File: config.mk
export PLATFORM = sky130hd
export DESIGN_NAME = tune_sequencer_flat
export DESIGN_NICKNAME = d
export VERILOG_FILES = /design/src/rtl/tune_pkg.sv /design/src/rtl/tune_sequencer_if.sv /design/src/rtl/beat_timer.sv /design/src/rtl/tune_sequencer.sv /design/src/flat_wrapper.sv
export SDC_FILE = /design/constraint.sdc
export NUM_CORES = 1
export LEC_CHECK = 0
export BUFFER_PORTS_ARGS = -buffer_cell sky130_fd_sc_hd__buf_2
export CORE_MARGIN = 1.5
export CORE_UTILIZATION = 29
export CTS_BUF_LIST = sky130_fd_sc_hd__clkbuf_8 sky130_fd_sc_hd__clkbuf_16
export DETAILED_ROUTE_END_ITERATION = 8
export PLACE_DENSITY = 0.54
export SLEW_MARGIN = 10
export SYNTH_ARGS = -nofsm -noshare
export SYNTH_HDL_FRONTEND = slang
export SYNTH_SLANG_ARGS = --single-unit
File: constraint.sdc
create_clock -name clk -period 2.5 [get_ports clk]
set_input_delay 0.375 -clock clk [delete_from_list [all_inputs] [get_ports clk]]
set_output_delay 0.375 -clock clk [all_outputs]
set_load 0.01 [all_outputs]
File: src/rtl/tune_pkg.sv
// tune_pkg: shared state encoding and ROM word field helpers for the tune sequencer.
package tune_pkg;
  typedef enum logic [2:0] {IDLE, FETCH, LOAD, PLAY, GAP, FIN} state_t;
  localparam int DUR_W = 7;
  function automatic int word_w(int mw);
    return mw + DUR_W + 1;
  endfunction
  function automatic int end_bit(int mw);
    return mw + DUR_W;
  endfunction
  function automatic int dur_msb(int mw);
    return mw + DUR_W - 1;
  endfunction
  function automatic int dur_lsb(int mw);
    return mw;
  endfunction
endpackage

File: src/rtl/tune_sequencer_if.sv
// tune_sequencer_if: control, song ROM and PWM signals between host side and sequencer.
interface tune_sequencer_if #(
  parameter int ADDR_W = 6,
  parameter int MAX_WAVE = 24
);
  logic start;
  logic stop;
  logic loop_en;
  logic [ADDR_W-1:0] rom_addr;
  logic [tune_pkg::word_w(MAX_WAVE)-1:0] rom_data;
  logic [MAX_WAVE-1:0] period;
  logic [MAX_WAVE-1:0] compare;
  logic pwm_rst;
  logic busy;
  logic done;
  modport master (
    output start, stop, loop_en, rom_data,
    input rom_addr, period, compare, pwm_rst, busy, done
  );
  modport slave (
    input start, stop, loop_en, rom_data,
    output rom_addr, period, compare, pwm_rst, busy, done
  );
endinterface

File: src/rtl/beat_timer.sv
// beat_timer: free-running cycle counter that ticks once every BEAT_CYCLES enabled cycles.
module beat_timer #(
  parameter int BEAT_CYCLES = 6250000
) (
  input  logic clk,
  input  logic rst,
  input  logic clr,
  input  logic en,
  output logic tick
);
  localparam int CW = BEAT_CYCLES > 1 ? $clog2(BEAT_CYCLES) : 1;
  logic [CW-1:0] cnt;
  assign tick = en && cnt == CW'(BEAT_CYCLES - 1);
  always_ff @(posedge clk) begin
    if (rst || clr) cnt <= '0;
    else if (en) cnt <= tick ? '0 : cnt + 1'b1;
  end
endmodule

File: src/rtl/tune_sequencer.sv
// tune_sequencer: plays a ROM song by driving PWM period/compare/reset with beat timing and note gaps.
module tune_sequencer
  import tune_pkg::*;
#(
  parameter int MAX_WAVE = 24,
  parameter int ADDR_W = 6,
  parameter int BEAT_CYCLES = 6250000,
  parameter int GAP_CYCLES = 500000
) (
  input logic clk,
  input logic rst,
  tune_sequencer_if.slave bus
);
  localparam int END_BIT = end_bit(MAX_WAVE);
  localparam int DUR_MSB = dur_msb(MAX_WAVE);
  localparam int DUR_LSB = dur_lsb(MAX_WAVE);
  localparam int GW = GAP_CYCLES > 1 ? $clog2(GAP_CYCLES) : 1;
  state_t state;
  logic [DUR_W-1:0] dur, beats, rd_dur;
  logic [GW-1:0] gap_cnt;
  logic [MAX_WAVE-1:0] rd_per;
  logic rd_end, tick, gap_end, fin;
  assign rd_end = bus.rom_data[END_BIT];
  assign rd_dur = bus.rom_data[DUR_MSB:DUR_LSB];
  assign rd_per = bus.rom_data[MAX_WAVE-1:0];
  // fin covers both song-end paths: an END word, or running off the last address
  always_comb begin
    gap_end = state == GAP && gap_cnt == GW'(GAP_CYCLES - 1);
    fin = (state == LOAD && rd_end && !(bus.loop_en && bus.rom_addr != '0))
       || (gap_end && &bus.rom_addr && !bus.loop_en);
  end
  beat_timer #(.BEAT_CYCLES(BEAT_CYCLES)) u_beat (
    .clk(clk),
    .rst(rst),
    .clr(state == LOAD),
    .en(state == PLAY),
    .tick(tick)
  );
  always_ff @(posedge clk) begin
    if (rst || (bus.stop && state != IDLE)) begin
      state <= IDLE;
      bus.rom_addr <= '0;
      bus.period <= '0;
      bus.compare <= '0;
      bus.pwm_rst <= 1'b1;
      bus.busy <= 1'b0;
      bus.done <= 1'b0;
      dur <= '0;
      beats <= '0;
      gap_cnt <= '0;
    end else if (fin) begin
      state <= FIN;
      bus.done <= 1'b1;
      bus.busy <= 1'b0;
      bus.pwm_rst <= 1'b1;
      bus.period <= '0;
      bus.compare <= '0;
    end else begin
      bus.done <= 1'b0;
      case (state)
        IDLE: if (bus.start && !bus.stop) begin
          state <= FETCH;
          bus.rom_addr <= '0;
          bus.busy <= 1'b1;
        end
        FETCH: state <= LOAD;
        LOAD: if (rd_end) begin
          state <= FETCH;
          bus.rom_addr <= '0;
        end else begin
          state <= PLAY;
          bus.period <= rd_per;
          bus.compare <= rd_per >> 1;
          bus.pwm_rst <= rd_per == '0;
          dur <= rd_dur == '0 ? DUR_W'(1) : rd_dur;
          beats <= '0;
        end
        PLAY: if (tick) begin
          if (beats + 1'b1 == dur) begin
            state <= GAP;
            bus.pwm_rst <= 1'b1;
            gap_cnt <= '0;
          end else beats <= beats + 1'b1;
        end
        // the address wraps naturally, which is exactly the looping restart
        GAP: if (gap_end) begin
          state <= FETCH;
          bus.rom_addr <= bus.rom_addr + 1'b1;
        end else gap_cnt <= gap_cnt + 1'b1;
        default: state <= IDLE;
      endcase
    end
  end
endmodule

File: src/flat_wrapper.sv
// flat-port wrapper written by rule: the top's interface ports become plain ports
module tune_sequencer_flat import tune_pkg::*;
#(
  parameter int MAX_WAVE = 24,
  parameter int ADDR_W = 6,
  parameter int BEAT_CYCLES = 6250000,
  parameter int GAP_CYCLES = 500000
)
  (clk, rst, bus_start, bus_stop, bus_loop_en, bus_rom_data, bus_rom_addr, bus_period, bus_compare, bus_pwm_rst, bus_busy, bus_done);
  tune_sequencer_if #(.ADDR_W(ADDR_W), .MAX_WAVE(MAX_WAVE)) bus_i ();
  input logic clk;
  input logic rst;
  input wire logic [$bits(bus_i.start)-1:0] bus_start;
  input wire logic [$bits(bus_i.stop)-1:0] bus_stop;
  input wire logic [$bits(bus_i.loop_en)-1:0] bus_loop_en;
  input wire logic [$bits(bus_i.rom_data)-1:0] bus_rom_data;
  output wire logic [$bits(bus_i.rom_addr)-1:0] bus_rom_addr;
  output wire logic [$bits(bus_i.period)-1:0] bus_period;
  output wire logic [$bits(bus_i.compare)-1:0] bus_compare;
  output wire logic [$bits(bus_i.pwm_rst)-1:0] bus_pwm_rst;
  output wire logic [$bits(bus_i.busy)-1:0] bus_busy;
  output wire logic [$bits(bus_i.done)-1:0] bus_done;
  assign bus_i.start = bus_start;
  assign bus_i.stop = bus_stop;
  assign bus_i.loop_en = bus_loop_en;
  assign bus_i.rom_data = bus_rom_data;
  assign bus_rom_addr = bus_i.rom_addr;
  assign bus_period = bus_i.period;
  assign bus_compare = bus_i.compare;
  assign bus_pwm_rst = bus_i.pwm_rst;
  assign bus_busy = bus_i.busy;
  assign bus_done = bus_i.done;
  tune_sequencer #(.MAX_WAVE(MAX_WAVE), .ADDR_W(ADDR_W), .BEAT_CYCLES(BEAT_CYCLES), .GAP_CYCLES(GAP_CYCLES)) u_core (.clk(clk), .rst(rst), .bus(bus_i));
endmodule
==> results of run 1 <==
critical path, stage by stage (launching register included):
cell and delay, ns:
dfxtp_2 0.35, ha_4 0.15, nand4_4 0.10, or4b_4 0.57, o21a_4 0.22, or3_4 0.43
or4_4 0.43, a21oi_2 0.13
synth_stat cells, types with 6 or more instances:
cell       n  share of area (%)
a21oi_1   46                5.1
a31oi_1    6               0.82
and3_1     8                1.1
buf_4     24                4.0
clkbuf_1  26                2.1
dfxtp_1   92                 40
inv_1      8               0.66
nand2_1   95                7.8
nand2b_1   6               0.82
nand3_1   31                3.4
nand4_1   11                1.5
nor2_1    54                4.4
nor3_1    19                2.1
nor4_1     9                1.2
o21ai_0   14                1.5
or2_2      7               0.96
or3_1     10                1.4
xnor2_1   20                3.8
xor2_1    19                3.7
cell families (layout without fill, tap and decap cells):
family | after synthesis | after routing
buffers and inverters | 61 | 140
AO/OA/AOI/OAI | 95 | 95
multiplexers | 2 | 2
other | 1 | 1
AND/OR/NAND/NOR | 280 | 280
XOR/XNOR | 39 | 39
adder cells (fa/ha/maj) | 5 | 5
flip-flops | 92 | 92
final timing paths:
kind / from / to / slack (ns) / cells past startpoint
setup / recovery: u_core.gap_cnt[0]$_SDFFE_PP0P_ / u_core.bus.rom_addr[0]$_SDFFE_PP0P_ / 0.06 / 7
hold / removal: rst / u_core.u_beat.cnt[1]$_SDFFE_PP0P_ / 0.25 / 2
setup reg to reg: u_core.gap_cnt[0]$_SDFFE_PP0P_ / u_core.bus.rom_addr[0]$_SDFFE_PP0P_ / 0.06 / 7
hold reg to reg: u_core.bus.period[0]$_SDFFE_PP0P_ / u_core.bus.period[0]$_SDFFE_PP0P_ / 0.46 / 2
timing repair:
item,in CTS,in global routing
setup endpoints to repair,0,7
resized for setup,0,11
endpoints found under the hold margin,0,0
hold buffers,0,0
final cells by class:
class	instances	area, um2	area share (%)
Clock inverter	7	75.1	1.36
Tap cell	211	264	4.77
Clock buffer	9	225	4.07
Multi-Input combinational cell	422	2440	44.1
Sequential cell	92	1840	33.3
Timing Repair Buffer	116	653	11.8
Inverter	8	30.0	0.542
power by group:
part           internal, W  total (W)  switching [W]
Combinational    0.0000780   0.000201       0.000123
Sequential         0.00148    0.00149      0.0000156
Clock             0.000778    0.00137       0.000595
Total              0.00233    0.00307       0.000733
cell usage in the layout, fill, tap and decap left out, types with 6 or more instances in the layout:
master	netlist	routed
or3_1	10	9
nor3_1	19	18
dfxtp_1	92	90
nand2b_1	6	6
o21ai_0	14	14
buf_2	1	92
inv_1	8	8
nor4_1	9	9
nand2_1	95	95
xnor2_1	20	20
and3_1	8	8
nand4_1	11	11
xor2_1	19	19
nand3_1	31	31
or2_2	7	7
a21oi_1	46	45
a31oi_1	6	6
buf_4	24	23
clkbuf_16	0	9
nor2_1	54	54
registers in the layout, indices dropped and copies added (netlist names):
register and cells:
u_core.u_beat.cnt 23, u_core.beats 7, u_core.state 3, u_core.bus.busy 1, u_core.bus.pwm_rst 1, u_core.bus.compare 1
u_core.bus.rom_addr 6, u_core.bus.done 1, u_core.bus.period 23, u_core.gap_cnt 19, u_core.dur 7
routing by layer:
| metal | track usage (%) | up-vias |
|---|---|---|
| li1 | - | 2130 |
| met1 | 18.2 | 1950 |
| met2 | 23.8 | 98 |
| met3 | 2.83 | 4 |
| met4 | 4.23 | 0 |
| met5 | 0 | - |
per-stage QoR:
stage	utilization [%]	setup WS (ns)	total power [W]
global placement	34.0	0.0564	0.00172
detailed placement	34.0	0.0254	0.00172
finish	36.3	0.0565	0.00307
global route	36.3	-0.0313	0.00319
floorplan	-	0.00252	0.00163
CTS	36.0	0.00437	0.00310
==> qor.yml, run 1 <==
synth_edf_count: 0
synth_xor_area_share_pct: 7.49
worstMarginPinSlew_ns: 0.585
dieWidth_um: 128
grt-ovfl-total: 0
synth_compound_area_share_pct: 12.8
fp.coreArea_um2: 15300
async_reset_ff_share_pct: 0
layout.nets: 691
syn_avg_cell_area_um2: 7.93
clock-skew-final_ns: 0.0112
crit_arrival_ns: 2.72
synth_nets: 617
synthMuxAreaShare_pct: 0.467
synthFlopType: "dfxtp_1"
cts_tree: "yes"
layout-drive-gt1-share_pct: 23.9
power_density_nw_per_um2: 554
period_minus_slack_ns: 2.44
grt_max_degree: 40
synth_seq_cells: 92
dieArea_um2: 16500
grt_usage_pct: 14.1
cts_sinks: 92
endpoint_kind: "flip-flop"
finalHoldViolCount: 0
setup_viol: 0
peakVddDrop_mv: 0.256
cts_root_buf: "clkbuf_16"
met2_length_um: 5410
final.period_utilization_pct: 97.7
initial_core_util_pct: 29.9
synth_cell_type_count: 56
status: "finished clean"
antenna_left: 0
worstPathRequired_ns: 2.77
ys_warn_count: 0
syn_area_um2: 4560
numPlacedInstances: 849
area_delta_synth_final_pct: 21.4
timing.hold.ws_ns: 0.251
post_synth_inst_count: 575
routed.top_layer: "met4"
dr.pass1.iters: 4
grt_pass1_vias: 3962
dp_hpwl_um: 8340
wirelength_um: 11400
wl_per_cell_um: 13.1
drv_cap: 0
synth_adder_area_share_pct: 1.37
final_cells: 865
post_dp_cell_area_um2: 5190
htree_num_levels: 3
yosys.area_share.simple_pct: 30.4
cts_buffer_depth: 2
clk_latency_ns: 0.34
drc: 0
path_clk_slew_ns: 0.07
path_max_fanout: 7
synth_top_family_by_area: "simple AND/OR/NAND/NOR gates"
crit_path_start_kind: "flip-flop"
antenna_found_initial: 0
place.gp.congestion: 0.814
rsz0062_at_grt: "true"
hold_path_class: "in -> reg"
drv_slew: 0
wl_met3_um: 555
vias_per_cell: 4.83
num-fill-cells: 1593
port_buffers: 92
stdcell_area_um2: 5540
path_class: "reg -> reg"
drt_iter0_drc: 178
setup_tns_ns: 0
grt_pass1_wl_um: 18900
io_pins: 94
cts_buffers: 9
die_y_um: 128
wl_met1_um: 5350
ys_seq_area_share_pct: 40.4
post_cts_buffers: 0
rows: 45
vias: 4182
fmax_ghz: 0.409
diodes: 0
slew_headroom_pct: 60.7
p_leak_nw: 2.07
(Power assumes the default switching activity.)
==> run 2: changes to the inputs <==
--- a/config.mk
+++ b/config.mk
@@ -6,6 +6,7 @@
 export NUM_CORES = 1
 export LEC_CHECK = 0
 export BUFFER_PORTS_ARGS = -buffer_cell sky130_fd_sc_hd__buf_2
+export CORE_ASPECT_RATIO = 0.8
 export CORE_MARGIN = 1.5
 export CORE_UTILIZATION = 29
 export CTS_BUF_LIST = sky130_fd_sc_hd__clkbuf_8 sky130_fd_sc_hd__clkbuf_16
@@ -14,4 +15,5 @@
 export SLEW_MARGIN = 10
 export SYNTH_ARGS = -nofsm -noshare
 export SYNTH_HDL_FRONTEND = slang
+export SYNTH_HIERARCHICAL = 1
 export SYNTH_SLANG_ARGS = --single-unit
==> run 2 against run 1 <==
Effect of this change: sequential power hardly changed; clock skew down 0.0018 ns; register-to-register slack better by 0.16 ns; flip-flop and latch count unchanged; clock-buffer cell count increased by 1; fmax grew 7.2%; die area up 2.8%; core utilization is 1.6 points lower; largest cell class unchanged.
==> qor.yml, run 2 <==
synthFlopType: "dfxtp_1"
cts_tree: "yes"
fp.coreArea_um2: 15800
path_clk_slew_ns: 0.07
drt_iter0_drc: 302
vias_per_cell: 4.96
path_class: "reg -> reg"
io_pins: 94
rsz0062_at_grt: "false"
final_cell_mix: "95 x nand2_1, 92 x buf_2, 91 x dfxtp_1"
syn_area_um2: 4690
dieArea_um2: 16900
cts_buffers: 9
worstPathRequired_ns: 2.77
yosysTopAreaCell: "dfxtp_1"
synth_seq_cells: 92
wirelength_um: 12000
dr.pass1.iters: 4
port_buffers: 92
drc: 0
synth_most_common_cell: "nand2_1"
synth_edf_count: 0
rows: 41
cts_hold_buffers: 0
clock-skew-final_ns: 0.00938
power_density_nw_per_um2: 552
largest_reg_flops: 24
period_minus_slack_ns: 2.28
hold_path_class: "in -> reg"
vias: 4267
synth_nets: 616
wl_per_cell_um: 14.0
ys_seq_area_share_pct: 39.3
post_synth_inst_count: 574
grt_pass1_wl_um: 19600
status: "finished clean"
grt-ovfl-total: 0
initial_core_util_pct: 29.7
antenna_left: 0
drv_slew: 0
drv_cap: 0
grt_pass1_vias: 3933
synth.top_cell.area_share_pct: 39.3
grt_max_degree: 32
dieWidth_um: 145
slew_headroom_pct: 49.3
post-route-util_pct: 34.7
synth_cell_type_count: 68
grt_usage_pct: 14.2
num-fill-cells: 1719
layout.nets: 682
reg.largest.list: "u_core/bus.period (24), u_core/u_beat/cnt (23), u_core/gap_cnt (19)"
setup_tns_ns: 0
cts_buffer_depth: 2
ys_warn_count: 6
finalHoldViolCount: 0
final.period_utilization_pct: 91.1
area_delta_synth_final_pct: 17.0
worstMarginPinSlew_ns: 0.760
largest_register: "u_core/bus.period"
peakVddDrop_mv: 0.349
crit_path_start_kind: "flip-flop"
syn_avg_cell_area_um2: 8.17
crit_arrival_ns: 2.55
cts_root_buf: "clkbuf_16"
htree_num_levels: 3
cts_sinks: 92
place.gp.congestion: 0.799
synth_top_cells_by_count: "95 x nand2_1, 92 x dfxtp_1, 56 x a21oi_1"
endpoint_kind: "flip-flop"
async_reset_ff_share_pct: 0
antenna_found_initial: 0
layout-drive-gt1-share_pct: 22.5
mostFrequentLayoutCell: "nand2_1"
setup_viol: 0
dp_hpwl_um: 8980
fmax_ghz: 0.439
diodes: 0
p_leak_nw: 2.05
clk_latency_ns: 0.34
path_max_fanout: 6
die_y_um: 117
synth_area_leaders: "dfxtp_1 39%, nand2_1 7.6%, a21oi_1 6.0%"
-- run 2: what timing repair did --
item | CTS | global route
resized for setup | 0 | 2
setup endpoints to repair | 0 | 21
buffers inserted | 0 | 0
-- run 2: metal layers --
layer	track usage [%]	share of wire, %	vias up
li1	-	-	2163
met3	3.95	3.6	10
met5	0	0	-
met1	20.2	51	2020
met4	3.88	0.89	0
met2	21.0	45	74
-- run 2: cells by family after synthesis --
family                     synth area share (%)
and+or+nand+nor                            28.9
AOI/OAI and AO/OA                          17.9
DFF                                        39.3
buffers and inverters                      7.87
xor gates and xnor gates                   4.03
adders and majority gates                  1.33
muxes                                     0.667
other                                    0.0800
-- run 2: worst max-delay path: stages (launching register included) --
cell and delay (ns):
dfxtp_1 0.40, ha_1 0.26, nand3_1 0.20, or2_4 0.29
or3_4 0.39, a21oi_4 0.24, mux2_2 0.36, nor2_1 0.08
-- run 2: path summary, 6_finish.rpt --
check | to | slack [ns] | startpoint | cells after the start
hold / removal | u_core/bus.period[16]$_SDFFE_PP0P_ | 0.28 | bus_rom_data[16] | 3
setup reg to reg | u_core/bus.rom_addr[1]$_SDFFE_PP0P_ | 0.22 | u_core/gap_cnt[0]$_SDFFE_PP0P_ | 7
setup / recovery | u_core/bus.rom_addr[1]$_SDFFE_PP0P_ | 0.22 | u_core/gap_cnt[0]$_SDFFE_PP0P_ | 7
hold reg to reg | u_core/bus.period[0]$_SDFFE_PP0P_ | 0.46 | u_core/bus.period[0]$_SDFFE_PP0P_ | 2
-- run 2: layout make-up --
| type | instances | area (um2) | share of cell area [%] |
|---|---|---|---|
| clock buffer | 10 | 239 | 4.36 |
| clock inverter | 6 | 40.0 | 0.730 |
| inverter | 8 | 30.0 | 0.548 |
| multi-input combinational | 423 | 2480 | 45.3 |
| sequential | 92 | 1840 | 33.6 |
| tap | 215 | 269 | 4.91 |
| timing repair buffer | 106 | 578 | 10.5 |
-- run 2: through the flow --
stage	power (W)	hold slack, ns	area [um2]	setup WS [ns]	std cells
global route	0.00318	0.275	5480	0.00502	860
detailed placement	0.00178	0.457	5200	0.159	844
CTS	0.00307	0.270	5480	0.149	860
global placement	0.00178	0.446	5200	0.250	844
finish	0.00303	0.278	5480	0.221	860
floorplan	0.00168	0.430	4690	0.130	574
-- run 2: power breakdown --
part / internal (W) / leakage (nW) / switching, W
Clock: 0.000699 / 0.132 / 0.000581
Combinational: 0.0000915 / 1.18 / 0.000159
Sequential: 0.00148 / 0.742 / 0.0000137
==> run 3: changes to the inputs <==
--- a/config.mk
+++ b/config.mk
@@ -6,12 +6,15 @@
 export NUM_CORES = 1
 export LEC_CHECK = 0
 export BUFFER_PORTS_ARGS = -buffer_cell sky130_fd_sc_hd__buf_2
+export CELL_PAD_IN_SITES_DETAIL_PLACEMENT = 1
+export CELL_PAD_IN_SITES_GLOBAL_PLACEMENT = 1
 export CORE_ASPECT_RATIO = 0.8
 export CORE_MARGIN = 1.5
 export CORE_UTILIZATION = 29
 export CTS_BUF_LIST = sky130_fd_sc_hd__clkbuf_8 sky130_fd_sc_hd__clkbuf_16
 export DETAILED_ROUTE_END_ITERATION = 8
-export PLACE_DENSITY = 0.54
+export GPL_ROUTABILITY_DRIVEN = 0
+export PLACE_DENSITY = 0.68
 export SLEW_MARGIN = 10
 export SYNTH_ARGS = -nofsm -noshare
 export SYNTH_HDL_FRONTEND = slang
==> run 3 against run 2 <==
Effect of this change: register-to-register slack got worse by 0.04 ns; core utilization grew 0.26 points; critical path depth up 2; flip-flop and latch count unchanged; critical path type unchanged; highest routed layer unchanged.
==> qor.yml, run 3 (synthesized netlist as in run 2, its figures left out) <==
crit_arrival_ns: 2.59
largest_register: "u_core/bus.period"
layout.nets: 682
fmax_ghz: 0.431
final.period_utilization_pct: 92.7
period_minus_slack_ns: 2.32
max_stage_delay_ns: 0.39
switching_share_pct: 25.3
slew_headroom_pct: 62.0
post-route-util_pct: 35.0
grt-ovfl-total: 0
wl_per_cell_um: 16.1
path_cells: "nand2_1 > nor2_2 > and4_1 > nand4_1 > nor2_1 > and2_1 > a21bo_1 > or3_1 > a31oi_1"
mostFrequentLayoutCell: "nand2_1"
drc: 0
grt_pass1_wl_um: 21900
final_cell_mix: "95 x nand2_1, 92 x buf_2, 91 x dfxtp_1"
reg.largest.list: "u_core/bus.period (24), u_core/u_beat/cnt (23), u_core/gap_cnt (19)"
cts_resized: 0
path_clk_slew_ns: 0.07
grt_max_degree: 41
power_density_nw_per_um2: 571
p_int_w: 0.00236
status: "finished clean"
cts_tree: "yes"
hold_path_class: "in -> reg"
rows: 41
switchingPower_w: 0.000796
finalHoldViolCount: 0
fp.coreArea_um2: 15800
clock-skew-final_ns: 0.0125
power.share.clock_pct: 44.3
post_dp_cell_area_um2: 5200
grt_usage_pct: 16.2
dr.pass1.iters: 4
cp_slowest_cell: "dfxtp_2"
layout-drive-gt1-share_pct: 22.9
endpoint_kind: "flip-flop"
setup_viol: 0
initial_core_util_pct: 29.7
area_delta_synth_final_pct: 17.9
clk_latency_ns: 0.35
power_frac_seq_pct: 47.5
worstPathRequired_ns: 2.77
p_leak_nw: 2.07
path_max_fanout: 10
post_cts_buffers: 0
antenna_left: 0
vias: 4374
stdcell_area_um2: 5520
drv_slew: 0
die_y_um: 117
io_pins: 94
dieArea_um2: 16900
vias_per_cell: 5.09
cts_root_buf: "clkbuf_16"
path_class: "reg -> reg"
dp_hpwl_um: 10100
grt_pass1_vias: 4349
drv_cap: 0
worstMarginPinSlew_ns: 0.570
cts_buffer_depth: 2
antenna_found_initial: 0
port_buffers: 92
p_comb_share_pct: 8.2
peakVddDrop_mv: 0.302
crit_path_start_kind: "flip-flop"
htree_num_levels: 3
cts_buffers: 9
rsz0062_at_grt: "false"
cts_sinks: 92
setup_tns_ns: 0
drt_iter0_drc: 153
wirelength_um: 13900
cts_hold_buffers: 0
dieWidth_um: 145
cpLargestDelayFamily: "simple AND/OR/NAND/NOR gates"
diodes: 0
largest_reg_flops: 24
timing.hold.ws_ns: 0.275
critPathBufInv: 0
## run 3: power by group through the flow
| stage | Sequential (W) | Combinational [W] | Clock [W] |
|---|---|---|---|
| floorplan | 0.00153 | 0.000149 | 0 |
| global placement | 0.00153 | 0.000250 | 0 |
| detailed placement | 0.00153 | 0.000257 | 0 |
| CTS | 0.00150 | 0.000259 | 0.00143 |
| global route | 0.00150 | 0.000285 | 0.00150 |
| finish | 0.00150 | 0.000259 | 0.00140 |
## run 3: metal layers
metal  routed length, um  part of all wire (%)  global-route usage [%]  up-vias
met5                   0                     0                       0        -
met1                6490                    47                    20.5     2163
met4                 157                   1.1                    4.63        0
li1                    -                     -                       -     2156
met3                 377                   2.7                    3.83       12
met2                6830                    49                    27.8       43
## run 3: final timing paths
kind / startpoint / endpoint / slack (ns) / cells past startpoint
setup / recovery: u_core/state[0]$_SDFFE_PP0P_ / u_core/beats[6]$_SDFFE_PP0P_ / 0.18 / 9
hold / removal: bus_rom_data[5] / u_core/bus.period[5]$_SDFFE_PP0P_ / 0.27 / 3
setup reg to reg: u_core/state[0]$_SDFFE_PP0P_ / u_core/beats[6]$_SDFFE_PP0P_ / 0.18 / 9
hold reg to reg: u_core/bus.period[12]$_SDFFE_PP0P_ / u_core/bus.period[12]$_SDFFE_PP0P_ / 0.47 / 2
## run 3: worst reg2reg max path, delay by kind of cell (launching register included)
| kind | cells | cell delay (ns) |
|---|---|---|
| flip-flops | 1 | 0.39 |
| AND/OR/NAND/NOR | 7 | 1.35 |
| AO/OA/AOI/OAI | 2 | 0.50 |
## run 3: area by class of cell
class | count | area [um2]
Inverter | 8 | 30.0
Timing Repair Buffer | 105 | 583
Clock buffer | 9 | 225
Sequential cell | 92 | 1840
Clock inverter | 7 | 76.3
Tap cell | 215 | 269
Fill cell | 1958 | 10300
Multi-Input combinational cell | 424 | 2500
## run 3: through the flow
step                      cells  power [W]  setup slack, ns
final                       860    0.00315            0.182
after CTS                   859    0.00319           0.0547
after floorplan             574    0.00168            0.130
after global placement      843    0.00178            0.210
after detailed placement    843    0.00179           0.0806
after global routing        860    0.00329           0.0184
